## config.mk

```make
export PLATFORM = sky130hd
export DESIGN_NAME = sdf_stage_ctrl
export DESIGN_NICKNAME = d
export VERILOG_FILES = /design/src/rtl/sdf_stage_ctrl.sv
export SDC_FILE = /design/constraint.sdc
export NUM_CORES = 1
export LEC_CHECK = 0
export BUFFER_PORTS_ARGS = -buffer_cell sky130_fd_sc_hd__buf_4
export CAP_MARGIN = 25
export CELL_PAD_IN_SITES_DETAIL_PLACEMENT = 1
export CELL_PAD_IN_SITES_GLOBAL_PLACEMENT = 1
export CORE_AREA = 2 2 39 41
export DETAILED_ROUTE_END_ITERATION = 12
export DIE_AREA = 0 0 41 43
export GPL_ROUTABILITY_DRIVEN = 1
export GPL_TIMING_DRIVEN = 1
export HOLD_SLACK_MARGIN = 0.06
export PLACE_DENSITY_LB_ADDON = 0.1
export SYNTH_ARGS = -nofsm -noshare
export SYNTH_HDL_FRONTEND = slang
export SYNTH_SLANG_ARGS = --single-unit
```

## constraint.sdc

```tcl
create_clock -name clk -period 1.5 [get_ports clk]
set_input_delay 0.225 -clock clk [delete_from_list [all_inputs] [get_ports clk]]
set_output_delay 0.225 -clock clk [all_outputs]
set_load 0.01 [all_outputs]
```

## src/rtl/sdf_stage_ctrl.sv

```systemverilog
// sdf_stage_ctrl: sequencing FSM for one radix-2 SDF NTT stage (FIFO, butterfly, muxes, multiplier).
// Define SDF_CTRL_ERRCHK_EN to enable the protocol checker driving proto_err.
module sdf_stage_ctrl #(
    parameter int DELAY = 4,
    parameter int MUL_LAT = 1,
    parameter int TW_UNITY_IDX = 0,
    localparam int CW = $clog2(DELAY)
) (
    input  logic          clk,
    input  logic          rst_n,
    input  logic          in_valid,
    input  logic          in_last,
    output logic          in_ready,
    output logic          fifo_push,
    output logic          fifo_pop,
    output logic          sel_fb,
    output logic          sel_bf,
    output logic [CW-1:0] tw_index,
    output logic          out_valid,
    output logic          busy,
    output logic          proto_err
);
    typedef enum logic [2:0] {IDLE, FILL, BFLY, ROT, FLUSH} state_t;

    localparam logic [CW-1:0] CNT_MAX  = CW'(DELAY - 1);
    localparam logic [CW-1:0] TW_UNITY = CW'(TW_UNITY_IDX);

    state_t             state;
    logic [CW-1:0]      cnt;
    logic [MUL_LAT-1:0] mul_sr;
    logic               acc;
    logic               last_cnt;

    assign in_ready  = state != FLUSH;
    assign acc       = in_valid & in_ready;
    assign last_cnt  = cnt == CNT_MAX;
    assign fifo_push = acc;
    assign fifo_pop  = state == FLUSH || (acc && (state == BFLY || state == ROT));
    assign sel_fb    = state == BFLY;
    assign sel_bf    = state == BFLY;
    assign tw_index  = state == BFLY ? TW_UNITY : (state == ROT || state == FLUSH) ? cnt : '0;
    assign out_valid = mul_sr[MUL_LAT-1];
    assign busy      = state != IDLE;

    // Every pop feeds the multiplier, so the pop strobe is the multiplier-input valid.
    always_ff @(posedge clk) begin
        if (!rst_n) begin
            state  <= IDLE;
            cnt    <= '0;
            mul_sr <= '0;
        end else begin
            mul_sr <= MUL_LAT'({mul_sr, fifo_pop});
            case (state)
                IDLE: if (acc) begin
                    state <= FILL;
                    cnt   <= CW'(1);
                end
                FILL: if (acc) begin
                    state <= last_cnt ? BFLY : FILL;
                    cnt   <= last_cnt ? '0 : cnt + CW'(1);
                end
                BFLY: if (acc) begin
                    state <= last_cnt ? (in_last ? FLUSH : ROT) : BFLY;
                    cnt   <= last_cnt ? '0 : cnt + CW'(1);
                end
                ROT: if (acc) begin
                    state <= last_cnt ? BFLY : ROT;
                    cnt   <= last_cnt ? '0 : cnt + CW'(1);
                end
                FLUSH: begin
                    state <= last_cnt ? IDLE : FLUSH;
                    cnt   <= last_cnt ? '0 : cnt + CW'(1);
                end
                default: begin
                    state <= IDLE;
                    cnt   <= '0;
                end
            endcase
        end
    end

`ifdef SDF_CTRL_ERRCHK_EN
    logic err_q;

    always_ff @(posedge clk) begin
        if (!rst_n) err_q <= 1'b0;
        else        err_q <= (acc && in_last && !(state == BFLY && last_cnt)) || (in_valid && state == FLUSH);
    end

    assign proto_err = err_q;
`else
    assign proto_err = 1'b0;
`endif
endmodule
```

Yosys cells after proc, flatten, opt, wreduce, memory -nomap -nowiden:

Index checks and enable logic that the tools add are counted.

* add/sub/neg operators: 1
* equal/unequal tests: 11
* mux-type cells: 16
* bitwise operators: 1
* reduce and logical (&&, ||, !) cells: 9

Operators with widths (number)
* $mux W3: 7
* $pmux W3 S5: 1
* $mux W2: 6
* $eq A3 B2 Y1 const B: 2
* $ne A2 B2 Y1 const B: 3
* $pmux W2 S3: 1
* $ne A2 B1 Y1 const B: 2
* $reduce_and A4 Y1: 1
* $eq A3 B1 Y1 const B: 1
* $eq A3 B3 Y1 const B: 1
* $logic_not A3 Y1: 1
* $logic_or A1 B1 Y1: 3
* $ne A3 B3 Y1 const B: 1
* $reduce_bool A3 Y1: 1
* $reduce_or A3 Y1: 1
* $add A2 B1 Y2 const B: 1
* $eq A2 B2 Y1 const B: 1
* $reduce_and A2 Y1: 1
* $and A1 B1 Y1: 1
* $logic_and A1 B1 Y1: 1
* $mux W1: 1

* register bits after elaboration: 6
* output and inout bits: 10
* word-level logic and storage cells: 41

Logic depth before layout (Yosys ltp):

Gate-level depths: netlist (run 1).

* depth in word-level cells: 4
* mapped depth: 4
* gate-level depth less buffers: 4

Worst setup path before layout (run 1):

Ideal clock, no wire load.

* path type: reg2out
* from: reg state[1]
* to: out sel_fb
* arrival time: 0.906 ns
* required time: 1.275 ns
* path slack: 0.369 ns
* stages on the path, launching flop included: 4
* buffers on the path: 1
* cell sequence: dfxtp_1 -> nand2b_2 -> nor2_1 -> buf_4

* word-level cells in the longest chain between the ends: 1

RTL lines
* from (decl): line 28 `state_t state;`
* from (signal assigned): line 59 `state <= last_cnt ? BFLY : FILL;`
* from (signal assigned): line 63 `state <= last_cnt ? (in_last ? FLUSH : ROT) : BFLY;`
* from (signal assigned): line 67 `state <= last_cnt ? BFLY : ROT;`
* $eq A3 B2 Y1
* to (decl): line 16 `output logic sel_fb,`

Every way passes these cells.

Worst setup path in the final report (run 1):

* from: reg state[1]
* to: out tw_index[1]

* word-level cells in the longest chain between the ends: 4
* elaborated cells on any way between the ends: 6

RTL lines
* $eq A3 B2 Y1 or $eq A3 B3 Y1 (tied branches): line 41 `assign tw_index = state == BFLY ? TW_UNITY : (state == ROT || state == FLUSH) ? cnt : '0;`
* $logic_or A1 B1 Y1: line 41
* $mux W2: line 41
* $mux W2 (*): line 41
* to (decl): line 18 `output logic [CW-1:0] tw_index,`

Every way passes the cells marked *; elsewhere a longest branch is shown, timed or not.

==> flow_summary_export.csv, run 1 <==
group,metric,value,unit
run_status,status,"complete, no violations",
critical_path,criticalPathCategory,"reg -> out",
synthesis,yosys_register_bits,6,
drt,vias,357,
place,gp_congestion,0.744,
final_layout,fin_nets,66,
pwr,irDropWorstVdd,346,uV
drt,via_per_inst,4.76,
clock_tree,ctsHtreeMaxLevel,1,
pwr,p_comb_share,15.8,%
critical_path,crit_path_end_kind,"output port",
sta,fin_tns_setup,0,ns
sta,setup_viol,0,
drt,final_antenna_net_count,0,
floorplan,boundaryPins,14,
pwr,p_int,289,uW
drt,wirelength,1050,um
sta,grt_setup_unrepaired,"no",
hold_path,hold_start,"rst_n",
synthesis,ys_warn_count,0,
pwr,p_total,392,uW
pwr,clkPwrFrac,38.4,%
sta,period_minus_slack,1.43,ns
final_layout,mostFrequentLayoutCells,"buf_4 (13), nand2_1 (5)",
floorplan,core,0.00138,mm2
synthesis,yosysUniqueCellTypes,24,
final_layout,final_common_cell,"buf_4",
pwr,switchingPower,104,uW
clock_tree,cts_tree,"built",
pwr,power_density,763,mW/mm2
pwr,p_leak,0.000229,uW
global_routing,track_usage,14.1,%
sta,maxSlewViolCount,0,
place,dp_cells,72,
final_layout,fillCellCount,174,
place,io_buffers,12,
place,dpl.hpwl,751,um
final_layout,final_cells,75,
floorplan,start_util,28.3,%
clock_tree,cts_hold_buf,0,
floorplan,die-height,43,um
synthesis,syn-instance-count,47,
global_routing,antenna_found_initial,0,
clock_tree,clock-root-buffer,"clkbuf_4",
global_routing,grt_overflow,0,
sta,finalClockSkew,0.00672,ns
critical_path,start_kind,"flip-flop",
critical_path,reg2reg_slack,0.21,ns
global_routing,grt_pass1_vias,356,
sta,fin_crit_sh,95.3,%
floorplan,die_area,0.00176,mm2
final_layout,area_growth,31.3,%
critical_path,worstPathRequired,1.27,ns
synthesis,synth.avg_cell_area,8.33,um2
floorplan,die_x,41,um
clock_tree,clock_latency,0.25,ns
hold_path,whs_path_depth,2,
hold_path,min_path_type,"in -> reg",
sta,finalHoldViolCount,0,
critical_path,r2r_end,"state[0]",
hold_path,whs_endpoint,"out_valid",
drt,wl_per_cell,14.0,um
synthesis,seq_area_frac_synth,30.7,%
drt,initialDrtViolationCount,9,
synthesis,syn-num-nets,52,
clock_tree,clockBufferDepth,2,
final_layout,multi_input_area,235,um2
global_routing,grt_max_degree,8,
clock_tree,clock_sinks,6,
synthesis,syn_area,392,um2
critical_path,crit_fanout,7,
clock_tree,clk_pin_slew_worst_paths,0.05,ns
flow_run,maxCapViolations,0,
floorplan,rows,14,
final_layout,antennaDiodeCount,0,
clock_tree,cts_made_buffers,3,
sta,fmax,0.700,GHz
critical_path,rr_startpoint,"cnt[0]",
pwr,p_sw_share,26.4,%
final_layout,regArea,124,um2
critical_path,worstPathArrival,1.20,ns
drt,first_pass_iters,3,
final_layout,drive_gt1_share,44.1,%
critical_path,reg2regPathDepth,4,
pwr,seq_power_share,45.8,%
drt,drc,0,
global_routing,grt_pass1_wl,1630,um
==> synthesized netlist by cell type <==
| master | instances | area, um2 |
|---|---|---|
| o22ai_1 | 2 | 12.5 |
| a211o_1 | 1 | 8.76 |
| buf_6 | 1 | 11.3 |
| ha_1 | 1 | 12.5 |
| mux2i_1 | 2 | 20.0 |
| nand3_1 | 1 | 5.00 |
| o22ai_2 | 1 | 12.5 |
| nor3b_2 | 2 | 25.0 |
| a32oi_1 | 1 | 8.76 |
| or3_1 | 1 | 6.26 |
| nand2_1 | 5 | 18.8 |
| nor2_1 | 3 | 11.3 |
| and2_1 | 3 | 18.8 |
| conb_1 | 1 | 3.75 |
| dfxtp_1 | 6 | 120 |
| o211ai_1 | 1 | 7.51 |
| buf_4 | 3 | 22.5 |
| inv_1 | 3 | 11.3 |
| nand2b_1 | 2 | 12.5 |
| a221oi_1 | 1 | 8.76 |
| a21oi_1 | 3 | 15.0 |
| nand2b_2 | 1 | 8.76 |
| nor2_2 | 1 | 6.26 |
| inv_2 | 1 | 3.75 |
==> through the flow <==
stage                     setup WS (ns)  utilization (%)  hold slack, ns  instance area (um2)
after floorplan                   0.369                -           0.347                  392
after global placement            0.242             34.4           0.461                  475
after detailed placement          0.226             34.4           0.464                  475
after CTS                        0.0162             36.1           0.210                  499
after global routing             0.0232             37.2           0.211                  514
final                            0.0710             37.2           0.216                  514
==> cell families (layout without fill, tap and decap cells) <==
| group | after synthesis | after routing | share of synthesized area (%) |
|---|---|---|---|
| AO/OA/AOI/OAI | 10 | 10 | 18.8 |
| adder cells (fa/ha/maj) | 1 | 1 | 3.19 |
| buffers and inverters | 8 | 20 | 12.5 |
| flip-flops | 6 | 6 | 30.7 |
| multiplexers | 2 | 2 | 5.11 |
| other | 1 | 1 | 0.958 |
| AND/OR/NAND/NOR | 19 | 19 | 28.8 |
==> registers in the layout, summed over array words and instances (netlist names) <==
register and flops:
state 3, out_valid 1, cnt 2
==> how the worst max path moves through the flow <==
stage               startpoint     endpoint  slack [ns]  cells past startpoint
global route          state[1]  tw_index[1]        0.02                      4
floorplan             state[1]       sel_fb        0.37                      3
detailed placement    state[1]  tw_index[1]        0.23                      4
global placement      state[1]  tw_index[1]        0.24                      4
finish                state[1]  tw_index[1]        0.07                      4
CTS                   state[0]  tw_index[1]        0.02                      3
==> area by class of cell <==
class | instances | share of cell area, %
Clock buffer | 3 | 4.38
Inverter | 4 | 2.92
Multi-Input combinational cell | 33 | 45.7
Sequential cell | 6 | 24.1
Tap cell | 16 | 3.89
Timing Repair Buffer | 13 | 19.0
==> repair_timing <==
item                                    CTS  global route
hold endpoints to repair                  0             0
endpoints found under the setup margin    2             2
resized for setup                         1             4
setup buffers                             0             0
==> metal layers <==
layer	global-route usage (%)	part of all wire (%)	vias up	wire length (um)
met4	9.33	0.38	0	4
met2	20.3	51	11	536
met5	0	0	-	0
met1	17.1	45	160	473
li1	-	-	184	-
met3	4.19	3.4	2	36
==> power by group through the flow <==
| stage | sequential (uW) | combinational (uW) | clock (uW) |
|---|---|---|---|
| global route | 180 | 68.3 | 168 |
| floorplan | 174 | 49.7 | 0 |
| detailed placement | 182 | 61.3 | 0 |
| global placement | 181 | 59.5 | 0 |
| CTS | 179 | 62.0 | 156 |
| finish | 180 | 61.9 | 151 |
==> worst max-delay path: stages (launching register included) <==
cell and delay (ns):
dfxtp_2 0.42, nand2b_4 0.17, mux2i_1 0.07, and2_1 0.16, buf_4 0.13
Power figures use the tool's default switching activity.
==> run 2: changes to the inputs <==
--- a/config.mk
+++ b/config.mk
@@ -10,6 +10,8 @@
 export CELL_PAD_IN_SITES_DETAIL_PLACEMENT = 1
 export CELL_PAD_IN_SITES_GLOBAL_PLACEMENT = 1
 export CORE_AREA = 2 2 39 41
+export CTS_BUF_LIST = sky130_fd_sc_hd__clkbuf_8
+export CTS_CLUSTER_SIZE = 8
 export DETAILED_ROUTE_END_ITERATION = 12
 export DIE_AREA = 0 0 41 43
 export GPL_ROUTABILITY_DRIVEN = 1
==> run 2 against run 1 <==
Design area grew 0.97%. Largest power group is now clock. Sequential power is essentially flat. Non-clock buffer count is the same. Sequential cell count is the same.
==> flow_summary_export.csv, run 2 (same netlist as run 1, synthesis figures left out) <==
group,metric,value,unit
flow_run,maxCapViolations,0,
place,dpl.hpwl,751,um
floorplan,start_util,28.3,%
final_layout,area_growth,32.6,%
critical_path,path_cells,"mux2i_1 -> and2_1 -> buf_4",
drt,initialDrtViolationCount,2,
drt,wl_per_cell,13.1,um
final_layout,largest-register,"state",
clock_tree,cts_setup_buffers,0,
clock_tree,cts_tree,"built",
sta,finalClockSkew,0.00270,ns
critical_path,start_kind,"flip-flop",
final_layout,fin_nets,66,
critical_path,crit_slowest_cell,"dfxtp_1",
floorplan,die-height,43,um
floorplan,die_area,0.00176,mm2
floorplan,boundaryPins,14,
final_layout,antennaDiodeCount,0,
global_routing,grt_overflow,0,
sta,fin_tns_setup,0,ns
drt,final_antenna_net_count,0,
pwr,irDropWorstVdd,501,uV
global_routing,grt_pass1_vias,343,
pwr,p_leak,0.000234,uW
global_routing,track_usage,13.7,%
critical_path,crit_path_end_kind,"output port",
run_status,status,"complete, no violations",
drt,drc,0,
pwr,p_total,481,uW
sta,fmax,0.695,GHz
clock_tree,clk_pin_slew_worst_paths,0.03,ns
critical_path,worstPathRequired,1.27,ns
hold_path,min_path_type,"in -> reg",
sta,grt_setup_unrepaired,"no",
floorplan,core,0.00138,mm2
critical_path,crit_fanout,7,
sta,fin_crit_sh,95.9,%
global_routing,antenna_found_initial,0,
place,gp_congestion,0.744,
clock_tree,clockBufferDepth,2,
global_routing,grt_pass1_wl,1590,um
final_layout,largest_reg_flops,3,
sta,finalHoldViolCount,0,
final_layout,final_common_cell,"buf_4",
critical_path,worstPathArrival,1.21,ns
sta,maxSlewViolCount,0,
sta,setup_viol,0,
clock_tree,clock_sinks,6,
floorplan,die_x,41,um
sta,period_minus_slack,1.44,ns
final_layout,mostFrequentLayoutCells,"buf_4 (13), nand2_1 (5), dfxtp_1 (4)",
drt,wirelength,985,um
clock_tree,clock_latency,0.22,ns
critical_path,criticalPathCategory,"reg -> out",
clock_tree,clock-root-buffer,"clkbuf_8",
critical_path,critPathMaxStageDelay,0.50,ns
final_layout,drive_gt1_share,40.7,%
drt,first_pass_iters,4,
floorplan,rows,14,
clock_tree,ctsHtreeMaxLevel,1,
place,io_buffers,12,
global_routing,grt_max_degree,8,
pwr,power_density,927,mW/mm2
drt,via_per_inst,4.79,
clock_tree,cts_made_buffers,3,
drt,vias,359,
-- run 2: power by group --
group	switching (uW)	internal, uW
Clock	68.2	172
Sequential	11.4	168
Combinational	31.3	30.0
-- run 2: metal layers --
layer  vias up  wire length [um]  global-route usage, %
met5         -                 0                      0
met4         0                23                   10.0
met1       163               456                   17.5
met3         2                36                   3.66
met2        11               469                   18.8
li1        183                 -                      -
-- run 2: stage by stage --
stage / hold slack, ns / cells / util (%) / setup WS (ns) / instance area (um2)
3_3_place_gp: 0.461 / 72 / 34.4 / 0.242 / 475
5_1_grt: 0.238 / 75 / 37.5 / 0.00158 / 519
4_1_cts: 0.235 / 75 / 37.4 / 0.0433 / 518
2_1_floorplan: 0.347 / 47 / - / 0.369 / 392
6_report: 0.238 / 75 / 37.5 / 0.0615 / 519
3_5_place_dp: 0.464 / 72 / 34.4 / 0.226 / 475
-- run 2: path summary, 6_finish.rpt --
kind / start / end / slack, ns / depth (start not counted)
worst max-delay path: state[0] / tw_index[1] / 0.06 / 3
worst min register to register: state[2] / cnt[1] / 0.50 / 1
worst max register to register: cnt[0] / state[0] / 0.24 / 4
worst min-delay path: rst_n / out_valid / 0.24 / 2
-- run 2: worst max-delay path, delay by kind of cell (launching register included) --
| kind | cells | cell delay [ns] |
|---|---|---|
| buffers and inverters | 1 | 0.11 |
| DFF | 1 | 0.50 |
| and+or+nand+nor | 1 | 0.14 |
| muxes | 1 | 0.24 |
-- run 2: area by class of cell --
class                      instances  area (um2)
fill                             174         865
multi-input combinational         33         223
sequential                         6         123
timing repair buffer              13        97.6
clock buffer                       3        41.3
tap                               16        20.0
inverter                           4        15.0
-- run 2: what timing repair did --
action                                  CTS  global route
resized for setup                         1             1
hold buffers                              0             0
cloned                                    0             0
endpoints found under the setup margin    2             2
